## config.mk

```make
export PLATFORM = sky130hd
export DESIGN_NAME = cnt_ctrl_flat
export DESIGN_NICKNAME = d
export VERILOG_FILES = /design/src/rtl/timer_pkg.sv /design/src/rtl/cnt_ctrl_if.sv /design/src/rtl/cnt_ctrl.sv /design/src/flat_wrapper.sv
export SDC_FILE = /design/constraint.sdc
export NUM_CORES = 1
export LEC_CHECK = 0
export ABC_AREA = 1
export CORE_ASPECT_RATIO = 1.4
export CORE_MARGIN = 4
export CORE_UTILIZATION = 32
export CTS_BUF_LIST = sky130_fd_sc_hd__clkbuf_16
export CTS_CLUSTER_SIZE = 12
export DETAILED_ROUTE_END_ITERATION = 10
export DONT_BUFFER_PORTS = 1
export PLACE_DENSITY = 0.55
export RECOVER_POWER = 50
export SKIP_LAST_GASP = 1
export SYNTH_ARGS = -nofsm -noshare
export SYNTH_HDL_FRONTEND = slang
export SYNTH_SLANG_ARGS = --single-unit
```

## constraint.sdc

```tcl
create_clock -name clk -period 2.47 [get_ports clk]
set_clock_uncertainty 0.1 [all_clocks]
set_input_delay 0.6175 -clock clk [delete_from_list [all_inputs] [get_ports clk]]
set_output_delay 0.6175 -clock clk [all_outputs]
set_load 0.02 [all_outputs]
```

## src/rtl/timer_pkg.sv

```systemverilog
// ---------------------------------------------------------------------------
// timer_pkg
//   Constants and types shared by the timer's counter-control stage and the
//   APB register block.
//   - TMR_DIV_W / TMR_MAX_DIV / TMR_PRESC_W : default prescaler geometry.
//   - TCR_*                                 : TCR field bit positions.
//   - tcr_cfg_t                             : prescaler config snapshot
//                                             (div_en + div_val).
// ---------------------------------------------------------------------------
package timer_pkg;

    // Prescaler geometry. TMR_PRESC_W must be >= TMR_MAX_DIV so that
    // 2^MAX_DIV - 1 fits in the prescaler counter.
    localparam int TMR_DIV_W   = 4;
    localparam int TMR_MAX_DIV = 8;
    localparam int TMR_PRESC_W = 8;

    // TCR field positions, shared with the register block.
    localparam int TCR_TIMER_EN_BIT = 0;
    localparam int TCR_DIV_EN_BIT   = 1;
    localparam int TCR_DIV_VAL_LSB  = 4;
    localparam int TCR_DIV_VAL_MSB  = TCR_DIV_VAL_LSB + TMR_DIV_W - 1;

    // Registered copy of the prescaler configuration, used to detect
    // configuration writes while the timer is running.
    typedef struct packed {
        logic                 div_en;
        logic [TMR_DIV_W-1:0] div_val;
    } tcr_cfg_t;

endpackage : timer_pkg

```

## src/rtl/cnt_ctrl_if.sv

```systemverilog
// ---------------------------------------------------------------------------
// cnt_ctrl_if
//   Bundle between the register block / counter and the counter-control
//   stage.
//   Register-block -> cnt_ctrl : timer_en, div_en, div_val, dbg_mode, halt_req
//   cnt_ctrl -> counter        : cnt_en (1-cycle count strobe), halt_en
//   cnt_ctrl -> register block : halt_ack (registered)
//
//   Handshake: halt is a level handshake, not valid/ready. The requester
//   holds halt_req high for as long as it wants the counter frozen;
//   halt_ack follows the effective halt (dbg_mode & halt_req) with exactly
//   one cycle of latency on both assertion and deassertion.
//
//   master : register-block side (drives config, receives status)
//   slave  : cnt_ctrl side
// ---------------------------------------------------------------------------
interface cnt_ctrl_if;
    import timer_pkg::*;

    logic                 timer_en;
    logic                 div_en;
    logic [TMR_DIV_W-1:0] div_val;
    logic                 dbg_mode;
    logic                 halt_req;
    logic                 cnt_en;
    logic                 halt_en;
    logic                 halt_ack;

    modport master (
        output timer_en, div_en, div_val, dbg_mode, halt_req,
        input  cnt_en, halt_en, halt_ack
    );

    modport slave (
        input  timer_en, div_en, div_val, dbg_mode, halt_req,
        output cnt_en, halt_en, halt_ack
    );

endinterface : cnt_ctrl_if

```

## src/rtl/cnt_ctrl.sv

```systemverilog
// ---------------------------------------------------------------------------
// cnt_ctrl
//   Counter-control stage in front of the 64-bit timer counter. Produces the
//   per-cycle count strobe from timer enable and a power-of-two prescaler
//   (ratio 2^min(div_val, MAX_DIV)), and the counter freeze from the debug
//   halt handshake.
//
//   Ports:
//     clk    : system clock, rising edge
//     rst_n  : asynchronous active-low reset
//     bus    : cnt_ctrl_if.slave
//              in : timer_en, div_en, div_val, dbg_mode, halt_req
//              out: cnt_en   - combinational count strobe
//                   halt_en  - combinational counter freeze
//                   halt_ack - registered copy of halt_en
//
//   The DIV_W parameter must match the interface's div_val width
//   (timer_pkg::TMR_DIV_W).
// ---------------------------------------------------------------------------
module cnt_ctrl
    import timer_pkg::*;
#(
    parameter int PRESC_W = TMR_PRESC_W,
    parameter int DIV_W   = TMR_DIV_W,
    parameter int MAX_DIV = TMR_MAX_DIV
) (
    input  logic        clk,
    input  logic        rst_n,
    cnt_ctrl_if.slave   bus
);

    // ------------------------------------------------------------------
    // State
    // ------------------------------------------------------------------
    logic [PRESC_W-1:0] int_cnt_q, int_cnt_d;
    tcr_cfg_t           cfg_q,     cfg_d;
    logic               halt_ack_q, halt_ack_d;

    // ------------------------------------------------------------------
    // Derived prescaler controls
    // ------------------------------------------------------------------
    logic [DIV_W-1:0]   k;
    logic [PRESC_W:0]   pow2;
    logic [PRESC_W-1:0] limit;
    logic               bypass;
    logic               cfg_chg;
    logic               halt_en;
    logic               at_limit;

    always_comb begin
        // Exponents above MAX_DIV behave as MAX_DIV.
        k = bus.div_val;
        if (bus.div_val > DIV_W'(MAX_DIV)) begin
            k = DIV_W'(MAX_DIV);
        end

        // One extra bit so 2^PRESC_W is representable; dropping the top bit
        // before subtracting still yields the all-ones limit for k==PRESC_W.
        pow2  = (PRESC_W + 1)'(1) << k;
        limit = pow2[PRESC_W-1:0] - PRESC_W'(1);

        bypass   = !bus.div_en || (k == '0);
        at_limit = (int_cnt_q == limit);

        // Compared on raw div_val, so a change between two clamped values
        // still restarts the prescaler.
        cfg_chg = (bus.div_en != cfg_q.div_en) || (bus.div_val != cfg_q.div_val);

        // halt_req outside debug mode is ignored.
        halt_en = bus.dbg_mode && bus.halt_req;
    end

    // ------------------------------------------------------------------
    // Next-state logic
    // ------------------------------------------------------------------
    always_comb begin
        int_cnt_d      = int_cnt_q;
        cfg_d.div_en   = bus.div_en;
        cfg_d.div_val  = bus.div_val;
        halt_ack_d     = halt_en;

        // Priority order matters: a config change clears even while halted,
        // and a halt preserves the prescaler phase across the freeze.
        if (!bus.timer_en) begin
            int_cnt_d = '0;
        end else if (cfg_chg) begin
            int_cnt_d = '0;
        end else if (halt_en) begin
            int_cnt_d = int_cnt_q;
        end else if (bypass) begin
            int_cnt_d = '0;
        end else if (at_limit) begin
            int_cnt_d = '0;
        end else begin
            int_cnt_d = int_cnt_q + PRESC_W'(1);
        end
    end

    // ------------------------------------------------------------------
    // Registers
    // ------------------------------------------------------------------
    always_ff @(posedge clk or negedge rst_n) begin
        if (!rst_n) begin
            int_cnt_q  <= '0;
            cfg_q      <= '0;
            halt_ack_q <= 1'b0;
        end else begin
            int_cnt_q  <= int_cnt_d;
            cfg_q      <= cfg_d;
            halt_ack_q <= halt_ack_d;
        end
    end

    // ------------------------------------------------------------------
    // Outputs
    // ------------------------------------------------------------------
    assign bus.cnt_en   = bus.timer_en && !halt_en && !cfg_chg && (bypass || at_limit);
    assign bus.halt_en  = halt_en;
    assign bus.halt_ack = halt_ack_q;

endmodule : cnt_ctrl

```

## src/flat_wrapper.sv

```systemverilog
// flat-port wrapper written by rule: the top's interface ports become plain ports
module cnt_ctrl_flat import timer_pkg::*;
#(
    parameter int PRESC_W = TMR_PRESC_W,
    parameter int DIV_W   = TMR_DIV_W,
    parameter int MAX_DIV = TMR_MAX_DIV
)
  (clk, rst_n, bus_timer_en, bus_div_en, bus_div_val, bus_dbg_mode, bus_halt_req, bus_cnt_en, bus_halt_en, bus_halt_ack);
  cnt_ctrl_if bus_i ();
  input  logic clk;
  input  logic rst_n;
  input wire logic [$bits(bus_i.timer_en)-1:0] bus_timer_en;
  input wire logic [$bits(bus_i.div_en)-1:0] bus_div_en;
  input wire logic [$bits(bus_i.div_val)-1:0] bus_div_val;
  input wire logic [$bits(bus_i.dbg_mode)-1:0] bus_dbg_mode;
  input wire logic [$bits(bus_i.halt_req)-1:0] bus_halt_req;
  output wire logic [$bits(bus_i.cnt_en)-1:0] bus_cnt_en;
  output wire logic [$bits(bus_i.halt_en)-1:0] bus_halt_en;
  output wire logic [$bits(bus_i.halt_ack)-1:0] bus_halt_ack;
  assign bus_i.timer_en = bus_timer_en;
  assign bus_i.div_en = bus_div_en;
  assign bus_i.div_val = bus_div_val;
  assign bus_i.dbg_mode = bus_dbg_mode;
  assign bus_i.halt_req = bus_halt_req;
  assign bus_cnt_en = bus_i.cnt_en;
  assign bus_halt_en = bus_i.halt_en;
  assign bus_halt_ack = bus_i.halt_ack;
  cnt_ctrl #(.PRESC_W(PRESC_W), .DIV_W(DIV_W), .MAX_DIV(MAX_DIV)) u_core (.clk(clk), .rst_n(rst_n), .bus(bus_i));
endmodule
```

==> results of run 1 <==
[registers in the layout, summed over array words and instances, names as in the netlist]
register,count
u_core.bus.halt_ack,1
u_core.int_cnt_q,8
u_core.cfg_q,5
[synthesized netlist by cell type]
cell type	n	share of area (%)
nor2_2	4	2.4
clkbuf_2	1	0.48
inv_2	2	0.73
dfrtp_1	14	34
nor2_8	1	1.9
buf_6	1	1.1
xnor2_1	5	4.2
nand2_2	3	1.8
inv_1	15	5.5
xor2_1	6	5.1
a21oi_1	2	0.97
nand2_1	33	12
o21ai_1	2	0.97
o21ai_0	4	1.9
nor2_1	18	6.5
ha_1	2	2.4
nand2_4	2	2.2
clkinv_1	1	0.36
a21boi_2	1	1.1
nand4_1	3	1.8
nand3_1	24	12
a21oi_2	1	0.85
[cell type report]
type	count	area, µm²	share of cell area [%]
Timing Repair Buffer	7	55.05	4.462
Inverter	18	67.56	5.477
Sequential cell	14	350.3	28.40
Clock buffer	3	75.07	6.085
Multi-Input combinational cell	111	633.1	51.32
Clock inverter	1	3.754	0.3043
Tap cell	39	48.80	3.955
[routing by layer]
metal	GRT usage (%)	vias up	share of wire, %
li1	-	477	-
met1	12.05	439	39
met2	26.40	9	56
met3	2.573	5	3.1
met4	5.805	0	1.9
met5	0	-	0
[stage by stage]
step	setup TNS (ns)	cells
6_report	-0.1269	193
5_1_grt	-0.2445	193
4_1_cts	-0.1296	193
3_5_place_dp	-0.1746	188
3_3_place_gp	-0.1693	188
2_1_floorplan	-0.2522	145
[timing repair]
item,CTS,global route
pin swaps,2,0
hold buffers,1,0
setup endpoints to repair,1,1
resized for setup,2,0
hold endpoints to repair,14,0
[how the worst max path moves through the flow]
stage              startpoint          to  slack (ns)  depth (start not counted)
2_1_floorplan  bus_div_val[3]  bus_cnt_en       -0.25                         11
3_3_place_gp   bus_div_val[2]  bus_cnt_en       -0.17                         10
3_5_place_dp   bus_div_val[0]  bus_cnt_en       -0.17                         10
4_1_cts        bus_div_val[2]  bus_cnt_en       -0.13                         10
5_1_grt        bus_div_val[2]  bus_cnt_en       -0.24                         10
6_report       bus_div_val[2]  bus_cnt_en       -0.13                         10
[placed cells by master, fill, tap and decap left out, drive strengths merged]
cell	Yosys	routed
buf	1	6
clkinv	1	2
dlygate4sd3	0	1
xor2	6	6
nand3	24	24
inv	17	17
nand2	38	38
o21ai	6	6
xnor2	5	5
a21oi	3	3
dfrtp	14	14
clkbuf	1	3
nand4	3	3
nor2	23	23
a21boi	1	1
ha	2	2
[power groups by stage]
stage / Combinational, mW / Sequential [mW] / Clock (mW)
floorplan: 0.0514 / 0.242 / 0
global placement: 0.0606 / 0.242 / 0
detailed placement: 0.0615 / 0.242 / 0
CTS: 0.0692 / 0.239 / 0.318
global route: 0.0779 / 0.239 / 0.327
finish: 0.0688 / 0.239 / 0.313
[kinds of logic after synthesis]
logic type	share of synthesized area (%)
AOI/OAI and AO/OA	5.818
and+or+nand+nor	40.36
adders and majority gates	2.424
DFF	33.94
buffers and inverters	8.120
xor gates and xnor gates	9.333
==> results.toml, run 1 <==
[critical_path]
critical_path.max_fanout = 6
end_kind = "primary output"
path_cells = "nor2_4 > nand3_2 > ha_4 > xor2_1 > nand3_1 > nor2_1 > nand2_1 > nor2_2 > nand2_4 > a21oi_4"
crit_required_ns = 1.75
crit-reg2reg-capture = "u_core.int_cnt_q[4]$_DFFE_PN0P_"
cp_slowest_cell = "ha_4"
start_kind = "input pin"
slowest_delay_ns = 0.28
worst-path-buf-inv = 0
critPathKind = "in -> out"
rr_worst_depth = 9
cp.arrival_ns = 1.88
r2r-start = "u_core.int_cnt_q[2]$_DFFE_PN0P_"
critPathTopFamily = "simple AND/OR/NAND/NOR gates"
r2r_setup_slack_ns = 0.85

[clock_network]
cts_buffers = 3
clock-sinks = 14
h-tree-depth = 1
cts_max_path_buffers = 2
clk_pin_slew_ns = 0.05
cts_root_buf = "clkbuf_16"
cts_tree = "yes"
cts_setup_buffers = 0
clock_latency_ns = 0.25

[hold_path]
hold_depth = 0
min-delay-start = "bus_div_val[1]"
hold_path.class = "in -> reg"
min_to = "u_core.cfg_q[1]$_DFF_PN0_"

[logic_synthesis]
netlist_instances = 145
ys_ff_latch = 14
ys_seq_area_share_pct = 33.94
ys_warn_count = 0
syn_area_mm2 = 0.001032
avgSynthCellArea_um2 = 7.119
yosysUniqueCellTypes = 22
syn-num-nets = 157

[placement]
gp_congestion = 0.8507
place_area_mm2 = 0.001127
port-buffer-count = 0
dp_hpwl_um = 1818
dpl_worst_slack_ns = -0.1746

[sta]
finalWorstSetupSlack_ns = -0.1269
layout_min_cycle_time_ns = 2.597
whs_ns = 0.2985
setup_viol = 1
finalHoldViolCount = 0
worst_pin_slew_ns = 0.6628
maxSlewHeadroom_pct = 55.67
timing.fmax_mhz = 385.1
finalCritPeriodShare_pct = 105.1
slew_viol_final = 0
grt_setup_unrepaired = "true"

[die]
dieHeight_um = 75.20
core_mm2 = 0.003123
start_util_pct = 33.05
ios = 13
die_w_um = 56
rows = 24
dieArea_mm2 = 0.004211

[final_layout]
finalInstanceArea_mm2 = 0.001234
fillers = 326
final_util_pct = 39.50
drive_gt1_share_pct = 16.23
finish.net_count = 167
diodes = 0
syn2layout_area_growth_pct = 19.51

[pwr]
pwr-share-comb_pct = 11.1
power.share.switching_pct = 23.52
vdd_drop_max_mv = 0.4028
finalPower_mw = 0.6208
p_leak_nw = 0.6224
p_per_area_mw_per_mm2 = 503.2
pwr-share-clk_pct = 50.5
p_int_mw = 0.4748
p_seq_share_pct = 38.4
p_sw_mw = 0.1460

[run]
drv_cap = 0

[grt]
grt_max_degree = 15
grt_usage_pct = 12.82
antenna_found_initial = 0
grt_pass1_wl_um = 4209
grt_overflow = 0
grt_pass1_vias = 940

[route]
viasPerCell = 4.819
drtIter0Drc = 22
num_vias = 930
drc = 0
finalWirelength_um = 2374
drtPass1Iterations = 4
routedWlPerCell_um = 12.30
drtAntennaViolNets = 0

[status]
violations = "setup timing"
status = "finished, violations left"
Power figures use the tool's default switching activity.
==> run 2: changes to the inputs <==
--- a/config.mk
+++ b/config.mk
@@ -10,12 +10,13 @@
 export CORE_MARGIN = 4
 export CORE_UTILIZATION = 32
 export CTS_BUF_LIST = sky130_fd_sc_hd__clkbuf_16
-export CTS_CLUSTER_SIZE = 12
+export CTS_CLUSTER_SIZE = 25
 export DETAILED_ROUTE_END_ITERATION = 10
 export DONT_BUFFER_PORTS = 1
 export PLACE_DENSITY = 0.55
 export RECOVER_POWER = 50
 export SKIP_LAST_GASP = 1
+export SLEW_MARGIN = 20
 export SYNTH_ARGS = -nofsm -noshare
 export SYNTH_HDL_FRONTEND = slang
 export SYNTH_SLANG_ARGS = --single-unit
==> results of run 2 <==
Same layout as run 1: the final DEF is identical, and so are final timing and power.
==> run 3: changes to the inputs <==
--- a/config.mk
+++ b/config.mk
@@ -6,14 +6,16 @@
 export NUM_CORES = 1
 export LEC_CHECK = 0
 export ABC_AREA = 1
+export CELL_PAD_IN_SITES_DETAIL_PLACEMENT = 1
+export CELL_PAD_IN_SITES_GLOBAL_PLACEMENT = 1
 export CORE_ASPECT_RATIO = 1.4
 export CORE_MARGIN = 4
 export CORE_UTILIZATION = 32
 export CTS_BUF_LIST = sky130_fd_sc_hd__clkbuf_16
-export CTS_CLUSTER_SIZE = 25
+export CTS_CLUSTER_SIZE = 10
 export DETAILED_ROUTE_END_ITERATION = 10
 export DONT_BUFFER_PORTS = 1
-export PLACE_DENSITY = 0.55
+export PLACE_DENSITY = 0.69
 export RECOVER_POWER = 50
 export SKIP_LAST_GASP = 1
 export SLEW_MARGIN = 20
==> run 3 against run 2 <==
Compared with the run above:
- the run still ends with setup timing left
- hold slack got worse by 0.0028 ns
- sequential share of layout area about the same
- flip-flop and latch count did not move
- utilization is essentially flat
- clock power increased by 1%
- worst setup slack worse by 0.018 ns
- cell area grew 0.10%
- critical path depth stayed put
- highest routed layer unchanged
==> results.toml, run 3 (synthesized netlist as in run 1, its figures left out) <==
[status]
status = "finished, violations left"
violations = "setup timing"

[pwr]
pwr-share-comb_pct = 11.3
p_int_mw = 0.4752
power.share.switching_pct = 24.17
p_per_area_mw_per_mm2 = 507.5
p_seq_share_pct = 38.1
p_sw_mw = 0.1515
pwr-share-clk_pct = 50.6
vdd_drop_max_mv = 0.3459
p_leak_nw = 0.6317

[route]
viasPerCell = 4.969
finalWirelength_um = 2787
drtPass1Iterations = 4
drtIter0Drc = 14
num_vias = 974
drtAntennaViolNets = 0
routedWlPerCell_um = 14.22
drc = 0

[final_layout]
finish.net_count = 170
regMostFlops = "u_core.int_cnt_q"
final_common_cell = "nand2_1"
drive_gt1_share_pct = 16.56
diodes = 0
syn2layout_area_growth_pct = 19.64
mostFrequentLayoutCells = "nand2_1 (33), nand3_1 (23), nor2_1 (18), inv_1 (15), dfrtp_1 (14)"
largest_reg_flops = 8

[clock_network]
post_cts_resized = 0
cts_root_buf = "clkbuf_16"
cts_buffers = 3
h-tree-depth = 1
clock_latency_ns = 0.25
cts_max_path_buffers = 2
clock-sinks = 14
clk_pin_slew_ns = 0.05
cts_tree = "yes"

[sta]
tns_ns = -0.1448
finalHoldViolCount = 0
layout_min_cycle_time_ns = 2.615
finalWorstSetupSlack_ns = -0.1448
whs_ns = 0.2958
setup_viol = 1
grt_setup_unrepaired = "true"
slew_viol_final = 0
finalCritPeriodShare_pct = 105.9
maxSlewHeadroom_pct = 49.25
timing.fmax_mhz = 382.4
worst_pin_slew_ns = 0.7588

[die]
start_util_pct = 33.05
dieArea_mm2 = 0.004211
rows = 24
die_w_um = 56
dieHeight_um = 75.20
ios = 13
core_mm2 = 0.003123

[placement]
port-buffer-count = 0
dp_hpwl_um = 2210
dpl_worst_slack_ns = -0.2102
gp_congestion = 0.8791

[grt]
grt_pass1_vias = 1148
grt_max_degree = 15
grt_pass1_wl_um = 5140
grt_usage_pct = 15.75
antenna_found_initial = 0
grt_overflow = 0

[critical_path]
slowest_delay_ns = 0.30
critical_path.max_fanout = 6
crit_start = "bus_div_val[2]"
crit_required_ns = 1.75
start_kind = "input pin"
r2r-start = "u_core.int_cnt_q[2]$_DFFE_PN0P_"
cp.arrival_ns = 1.90
path_cells = "nor2_4 > nand3_2 > ha_1 > xor2_1 > nand3_1 > nor2_1 > nand2_1 > nor2_2 > nand2_4 > a21oi_4"
end_kind = "primary output"
cp_slowest_cell = "ha_1"
critPathKind = "in -> out"

[hold_path]
hold_path.class = "in -> reg"
min-delay-start = "bus_div_val[0]"

[run]
drv_cap = 0
[run 3: cell types whose count changed in the layout (fill, tap and decap cells not counted)]
cell      delta
nor2_4       -1
buf_4        +2
ha_4         -1
ha_1         +1
clkbuf_1     +1
nor2_2       +1
[run 3: cell type report]
type / count / area [µm²]
Timing Repair Buffer: 10 / 73.82
Sequential cell: 14 / 350.3
Multi-Input combinational cell: 111 / 615.6
Tap cell: 39 / 48.80
Clock buffer: 3 / 75.07
Fill cell: 409 / 1888
Inverter: 18 / 67.56
Clock inverter: 1 / 3.754
[run 3: final timing paths]
path / to / slack [ns] / depth (start not counted)
max in group asynchronous: u_core.cfg_q[3]$_DFF_PN0_ / 1.01 / 1
min: u_core.cfg_q[0]$_DFF_PN0_ / 0.30 / 0
max reg2reg: u_core.int_cnt_q[6]$_DFFE_PN0P_ / 0.84 / 9
min reg2reg: u_core.int_cnt_q[7]$_DFFE_PN0P_ / 0.46 / 2
max: bus_cnt_en / -0.14 / 10
min in group asynchronous: u_core.int_cnt_q[2]$_DFFE_PN0P_ / 0.79 / 1
[run 3: repair_timing]
item | CTS | global route
hold buffers | 1 | 0
pin swaps | 2 | 0
endpoints found under the hold margin | 14 | 0
buffers inserted | 0 | 0
endpoints found under the setup margin | 1 | 1
[run 3: per-layer routing]
metal  share of wire, %  track usage (%)  vias to the layer above
met3                3.0            4.117                        5
met5                  0                0                        -
met1                 39            15.63                      470
li1                   -                -                      486
met4                1.9            4.485                        0
met2                 56            31.99                       13
[run 3: metrics by stage]
step / instance area (µm²) / total power [mW] / utilization, % / std cells
CTS: 1239 / 0.6373 / 39.66 / 196
global route: 1235 / 0.6584 / 39.54 / 196
detailed placement: 1150 / 0.3091 / 36.82 / 191
finish: 1235 / 0.6267 / 39.54 / 196
floorplan: 1050 / 0.2932 / - / 145
global placement: 1150 / 0.3075 / 36.82 / 191
[run 3: critical path: cells and delay by family]
kind / cells / cell delay, ns
AO/OA/AOI/OAI: 1 / 0.21
XOR/XNOR: 1 / 0.13
adder cells (fa/ha/maj): 1 / 0.30
AND/OR/NAND/NOR: 7 / 0.63
[run 3: power by group through the flow]
stage / registers [mW] / clock network (mW) / logic, mW
2_1_floorplan: 0.242 / 0 / 0.0514
3_3_place_gp: 0.242 / 0 / 0.0653
3_5_place_dp: 0.242 / 0 / 0.0666
4_1_cts: 0.239 / 0.325 / 0.0734
5_1_grt: 0.239 / 0.338 / 0.0809
6_report: 0.239 / 0.317 / 0.0706
